**src/rtl/cntry_car_detector_pkg.sv**
```systemverilog
// cntry_car_detector_pkg: lamp encodings, boolean constants and FSM states for the country-road detector
package cntry_car_detector_pkg;
  localparam logic TRUE  = 1'b1;
  localparam logic FALSE = 1'b0;
  localparam logic [1:0] RED    = 2'd0;
  localparam logic [1:0] YELLOW = 2'd1;
  localparam logic [1:0] GREEN  = 2'd2;
  typedef enum logic [1:0] {IDLE = 2'd0, REQ = 2'd1, SERVE = 2'd2} state_t;
endpackage

```
**src/rtl/cntry_car_detector_loop_debounce.sv**
```systemverilog
// loop_debounce: 2-flop synchronizer, debounce filter and rising-edge pulse for one inductive loop
module loop_debounce
  import cntry_car_detector_pkg::*;
#(
  parameter int DEBOUNCE_CYCLES = 4
) (
  input  logic clk,
  input  logic rst_n,
  input  logic raw,
  output logic level,
  output logic rise
);
  localparam logic [3:0] LAST = 4'(DEBOUNCE_CYCLES - 1);
  logic s1, s2;
  logic [3:0] cnt;
  always_ff @(posedge clk or negedge rst_n)
    if (!rst_n) begin
      s1 <= FALSE;
      s2 <= FALSE;
      level <= FALSE;
      rise <= FALSE;
      cnt <= '0;
    end else begin
      s1 <= raw;
      s2 <= s1;
      rise <= FALSE;
      if (s2 == level) cnt <= '0;
      else if (cnt == LAST) begin
        level <= s2;
        rise <= s2;
        cnt <= '0;
      end else cnt <= cnt + 4'd1;
    end
endmodule

```
**src/rtl/cntry_car_detector.sv**
```systemverilog
// cntry_car_detector: conditions the country-road loops, tracks the queue and raises the road request
module cntry_car_detector
  import cntry_car_detector_pkg::*;
#(
  parameter int DEBOUNCE_CYCLES = 4,
  parameter int COUNT_W = 4
) (
  input  logic               CLOCK,
  input  logic               CLEAR,
  input  logic               ENTRY_LOOP,
  input  logic               EXIT_LOOP,
  input  logic [1:0]         CNTRY_SIG,
  output logic               CAR_ON_CNTRY_ROAD,
  output logic [COUNT_W-1:0] QUEUE_COUNT,
  output logic               QUEUE_FULL,
  output logic               ERR_RED_RUN,
  output logic               ERR_PHANTOM,
  output logic               ERR_SIG
);
  logic entry_level, exit_level, arrival, departure, red, empty;
  state_t state, state_next;
  loop_debounce #(.DEBOUNCE_CYCLES(DEBOUNCE_CYCLES)) u_entry (
    .clk(CLOCK), .rst_n(CLEAR), .raw(ENTRY_LOOP), .level(entry_level), .rise(arrival)
  );
  loop_debounce #(.DEBOUNCE_CYCLES(DEBOUNCE_CYCLES)) u_exit (
    .clk(CLOCK), .rst_n(CLEAR), .raw(EXIT_LOOP), .level(exit_level), .rise(departure)
  );
  // the illegal lamp code is handled as RED
  assign red = (CNTRY_SIG == RED) || (CNTRY_SIG == 2'd3);
  assign empty = QUEUE_COUNT == '0;
  assign QUEUE_FULL = &QUEUE_COUNT;
  always_comb begin
    state_next = state;
    case (state)
      IDLE:    state_next = empty ? IDLE : REQ;
      REQ:     state_next = empty ? IDLE : (CNTRY_SIG == GREEN) ? SERVE : REQ;
      SERVE:   state_next = empty ? IDLE : red ? REQ : SERVE;
      default: state_next = IDLE;
    endcase
  end
  always_ff @(posedge CLOCK or negedge CLEAR)
    if (!CLEAR) begin
      state <= IDLE;
      CAR_ON_CNTRY_ROAD <= FALSE;
      QUEUE_COUNT <= '0;
      ERR_RED_RUN <= FALSE;
      ERR_PHANTOM <= FALSE;
      ERR_SIG <= FALSE;
    end else begin
      state <= state_next;
      CAR_ON_CNTRY_ROAD <= state_next != IDLE;
      if (arrival && !departure) begin
        if (QUEUE_FULL) ERR_PHANTOM <= TRUE;
        else QUEUE_COUNT <= QUEUE_COUNT + 1'b1;
      end
      if (departure && !arrival) begin
        if (empty) ERR_PHANTOM <= TRUE;
        else QUEUE_COUNT <= QUEUE_COUNT - 1'b1;
      end
      if (departure && red) ERR_RED_RUN <= TRUE;
      if (CNTRY_SIG == 2'd3) ERR_SIG <= TRUE;
    end
endmodule

```
**config.mk**
```make
export PLATFORM = sky130hd
export DESIGN_NAME = cntry_car_detector
export DESIGN_NICKNAME = d
export VERILOG_FILES = /design/src/rtl/cntry_car_detector_pkg.sv /design/src/rtl/cntry_car_detector_loop_debounce.sv /design/src/rtl/cntry_car_detector.sv
export SDC_FILE = /design/constraint.sdc
export NUM_CORES = 1
export LEC_CHECK = 0
export BUFFER_PORTS_ARGS = -buffer_cell sky130_fd_sc_hd__buf_4
export CORE_MARGIN = 8
export CORE_UTILIZATION = 50
export DETAILED_ROUTE_END_ITERATION = 6
export GPL_TIMING_DRIVEN = 0
export PLACE_DENSITY = 0.68
export SETUP_SLACK_MARGIN = 0.02
export SLEW_MARGIN = 10
export SYNTH_ARGS = -nofsm -noshare
export SYNTH_HDL_FRONTEND = slang
export SYNTH_HIERARCHICAL = 1
export SYNTH_SLANG_ARGS = --single-unit
```
**constraint.sdc**
```tcl
create_clock -name CLOCK -period 4.4 [get_ports CLOCK]
set_input_delay 1.32 -clock CLOCK [delete_from_list [all_inputs] [get_ports CLOCK]]
set_output_delay 1.32 -clock CLOCK [all_outputs]
set_load 0.02 [all_outputs]
```
==> impl_metrics.env <==
export IMPL_grt_busiest_layer="met2"
export IMPL_nNetsFinal=134
export IMPL_yosysTopAreaCell="dfrtp_1"
export IMPL_slew_headroom_pct=72.0
export IMPL_grt_util_met2_pct=18.8
export IMPL_area_growth_pct=13.3
export IMPL_netlist_area_leader_share_pct=52.4
export IMPL_fp_dieW_um=65.9
export IMPL_die_area_sq_um=4340
export IMPL_hpwl_mm=1.58
export IMPL_finalSetupTns_ns=0
export IMPL_met3_usage_pct=3.22
export IMPL_p_leak_nw=0.633
export IMPL_synth_cell_type_count=38
export IMPL_fin_crit_ns=2.80
export IMPL_slew_viol_final=0
export IMPL_fp_coreArea_sq_um=2410
export IMPL_path_cells="ha_1, nand3_1, inv_1, buf_4"
export IMPL_worstPathRequired_ns=3.08
export IMPL_path_class="register to output pin"
export IMPL_place_congestion=0.756
export IMPL_rsz0062_at_grt="false"
export IMPL_cap_violations=0
export IMPL_fmax_mhz=357
export IMPL_use_met1_pct=12.8
export IMPL_drive_gt1_share_pct=23.3
export IMPL_arrival_ns=1.48
export IMPL_initial_core_util_pct=51.6
export IMPL_netlist_instances=103
export IMPL_path_clk_slew_ns=0.13
export IMPL_critPathLaunchType="register"
export IMPL_synth_edf_count=0
export IMPL_final_cell_area_sq_um=1410
export IMPL_initialDrtViolationCount=33
export IMPL_cts_root_buf="clkbuf_4"
export IMPL_grt_pass1_vias=865
export IMPL_ioPinCount=15
export IMPL_io_buffers=14
export IMPL_grt_pass1_wl_mm=3.88
export IMPL_via_count=823
export IMPL_grt_max_degree=27
export IMPL_hold_path_class="register to register"
export IMPL_firstDrtPassIters=4
export IMPL_antenna_left=0
export IMPL_ctsHoldBuffers=0
export IMPL_drt_total_wl_mm=2.13
export IMPL_syn_cell_area_sq_um=1240
export IMPL_netlist_top_cells_count="dfrtp_1 (26), a21oi_1 (8), ha_1 (6), nand2b_1 (6)"
export IMPL_cp_max_fo=7
export IMPL_cts_resized=0
export IMPL_skew_ns=0.000620
export IMPL_synthMostInstantiatedCell="dfrtp_1"
export IMPL_cts_sinks=26
export IMPL_cts_buffers=3
export IMPL_die_h_um=65.9
export IMPL_rows=18
export IMPL_tightest_slew_ns=0.418
export IMPL_num_antenna_cells=0
export IMPL_dpl_cell_area_sq_um=1390
export IMPL_avgSynthCellArea_sq_um=12.1
export IMPL_cp_end_kind="output pin"
export IMPL_max_clock_path_buffers=2
export IMPL_clk_insertion_delay_late_ns=0.30
export IMPL_hold_viol=0
export IMPL_cts_tree="yes"
export IMPL_ys_top_cells_by_area="dfrtp_1 (52%), ha_1 (6.0%), a21oi_1 (3.2%)"
export IMPL_grtUsageTotal_pct=11.2
export IMPL_cts_htree_levels=1
export IMPL_yosys_warnings=6
export IMPL_antenna_found_initial=0
export IMPL_wire_per_inst_um=14.2
export IMPL_critPathSlowestCell="dfrtp_1"
export IMPL_cts_setup_buffers=0
export IMPL_ys_flop_type="dfrtp_1"
export IMPL_ys_seq_area_share_pct=52.4
export IMPL_powerDensity_nw_per_um2=535
export IMPL_ir_drop_mv=0.335
export IMPL_syn_num_nets=115
export IMPL_vias_per_cell=5.49
export IMPL_setup_viol=0
export IMPL_min_period_over_period_pct=63.7
export IMPL_status="finished, final reports clean"
export IMPL_fin_util_pct=58.4
export IMPL_drc=0
export IMPL_slowest_delay_ns=0.49
export IMPL_ys_ff_latch=26
export IMPL_grt_overflow=0
export IMPL_synthArstFlopShare_pct=100
-- metal layers --
metal	part of all wire, %	up-vias	routed length, um
met5	0	-	0
met4	0.85	0	18
met3	5.2	2	110
met2	49	12	1040
met1	45	402	960
li1	-	407	-
-- power breakdown --
group / internal, mW / total, mW / switching, mW
Sequential: 0.302 / 0.363 / 0.0612
Combinational: 0.142 / 0.294 / 0.152
Clock: 0.0319 / 0.0956 / 0.0636
-- cell type report --
class                           count  area (sq um)
Sequential cell                    26           651
Timing Repair Buffer               14           105
Multi-Input combinational cell     69           547
Clock buffer                        3          22.5
Fill cell                         213          1000
Tap cell                           30          37.5
Inverter                            5          18.8
Buffer                              3          26.3
-- cell families after synthesis --
kind of cell	Yosys count	share of synthesized area, %
AND/OR/NAND/NOR	40	24.1
flip-flops	26	52.4
AO/OA/AOI/OAI	17	9.17
buffers and inverters	8	3.63
adder cells (fa/ha/maj)	6	6.04
XOR/XNOR	3	2.12
multiplexers	3	2.62
-- cells in the final DEF (no fill, tap or decap), types with 3 or more instances in the layout --
cell       n
a21oi_1    8
buf_4     14
clkbuf_4   3
dfrtp_1   26
ha_1       6
inv_1      5
nand2b_1   6
nand3b_1   4
nor2_1     5
nor2b_1    3
nor3b_2    3
xnor2_1    3
-- stage by stage --
| stage | std cells | worst slack (ns) | hold slack (ns) | power, mW |
|---|---|---|---|---|
| 2_1_floorplan | 103 | 2.00 | 0.331 | 0.557 |
| 3_3_place_gp | 147 | 1.98 | 0.334 | 0.647 |
| 3_5_place_dp | 147 | 1.97 | 0.336 | 0.666 |
| 4_1_cts | 150 | 1.60 | 0.366 | 0.761 |
| 5_1_grt | 150 | 1.50 | 0.369 | 0.806 |
| 6_report | 150 | 1.60 | 0.363 | 0.753 |
-- final timing paths --
path                                          endpoint  slack (ns)  cells past startpoint                     start
setup / recovery                            QUEUE_FULL        1.60                      4  QUEUE_COUNT[1]$_DFF_PN0_
hold / removal                     u_exit/s2$_DFF_PN0_        0.36                      0       u_exit/s1$_DFF_PN0_
setup reg to reg              QUEUE_COUNT[3]$_DFF_PN0_        2.68                      3  QUEUE_COUNT[1]$_DFF_PN0_
hold reg to reg                    u_exit/s2$_DFF_PN0_        0.36                      0       u_exit/s1$_DFF_PN0_
max in group asynchronous     QUEUE_COUNT[1]$_DFF_PN0_        3.27                      1                     CLEAR
min in group asynchronous  CAR_ON_CNTRY_ROAD$_DFF_PN0_        0.89                      1                     CLEAR
-- worst max-delay path: cells and delay by family (launching register included) --
| family | cells | cell delay [ns] |
|---|---|---|
| AND/OR/NAND/NOR | 1 | 0.14 |
| adder cells (fa/ha/maj) | 1 | 0.27 |
| flip-flops | 1 | 0.49 |
| buffers and inverters | 2 | 0.28 |
-- registers in the layout, indices dropped and copies added, names as in the netlist, 2 cells and up --
signal       flops
QUEUE_COUNT      4
state            2
u_exit/cnt       4
u_entry/cnt      4
(Power assumes the default switching activity.)
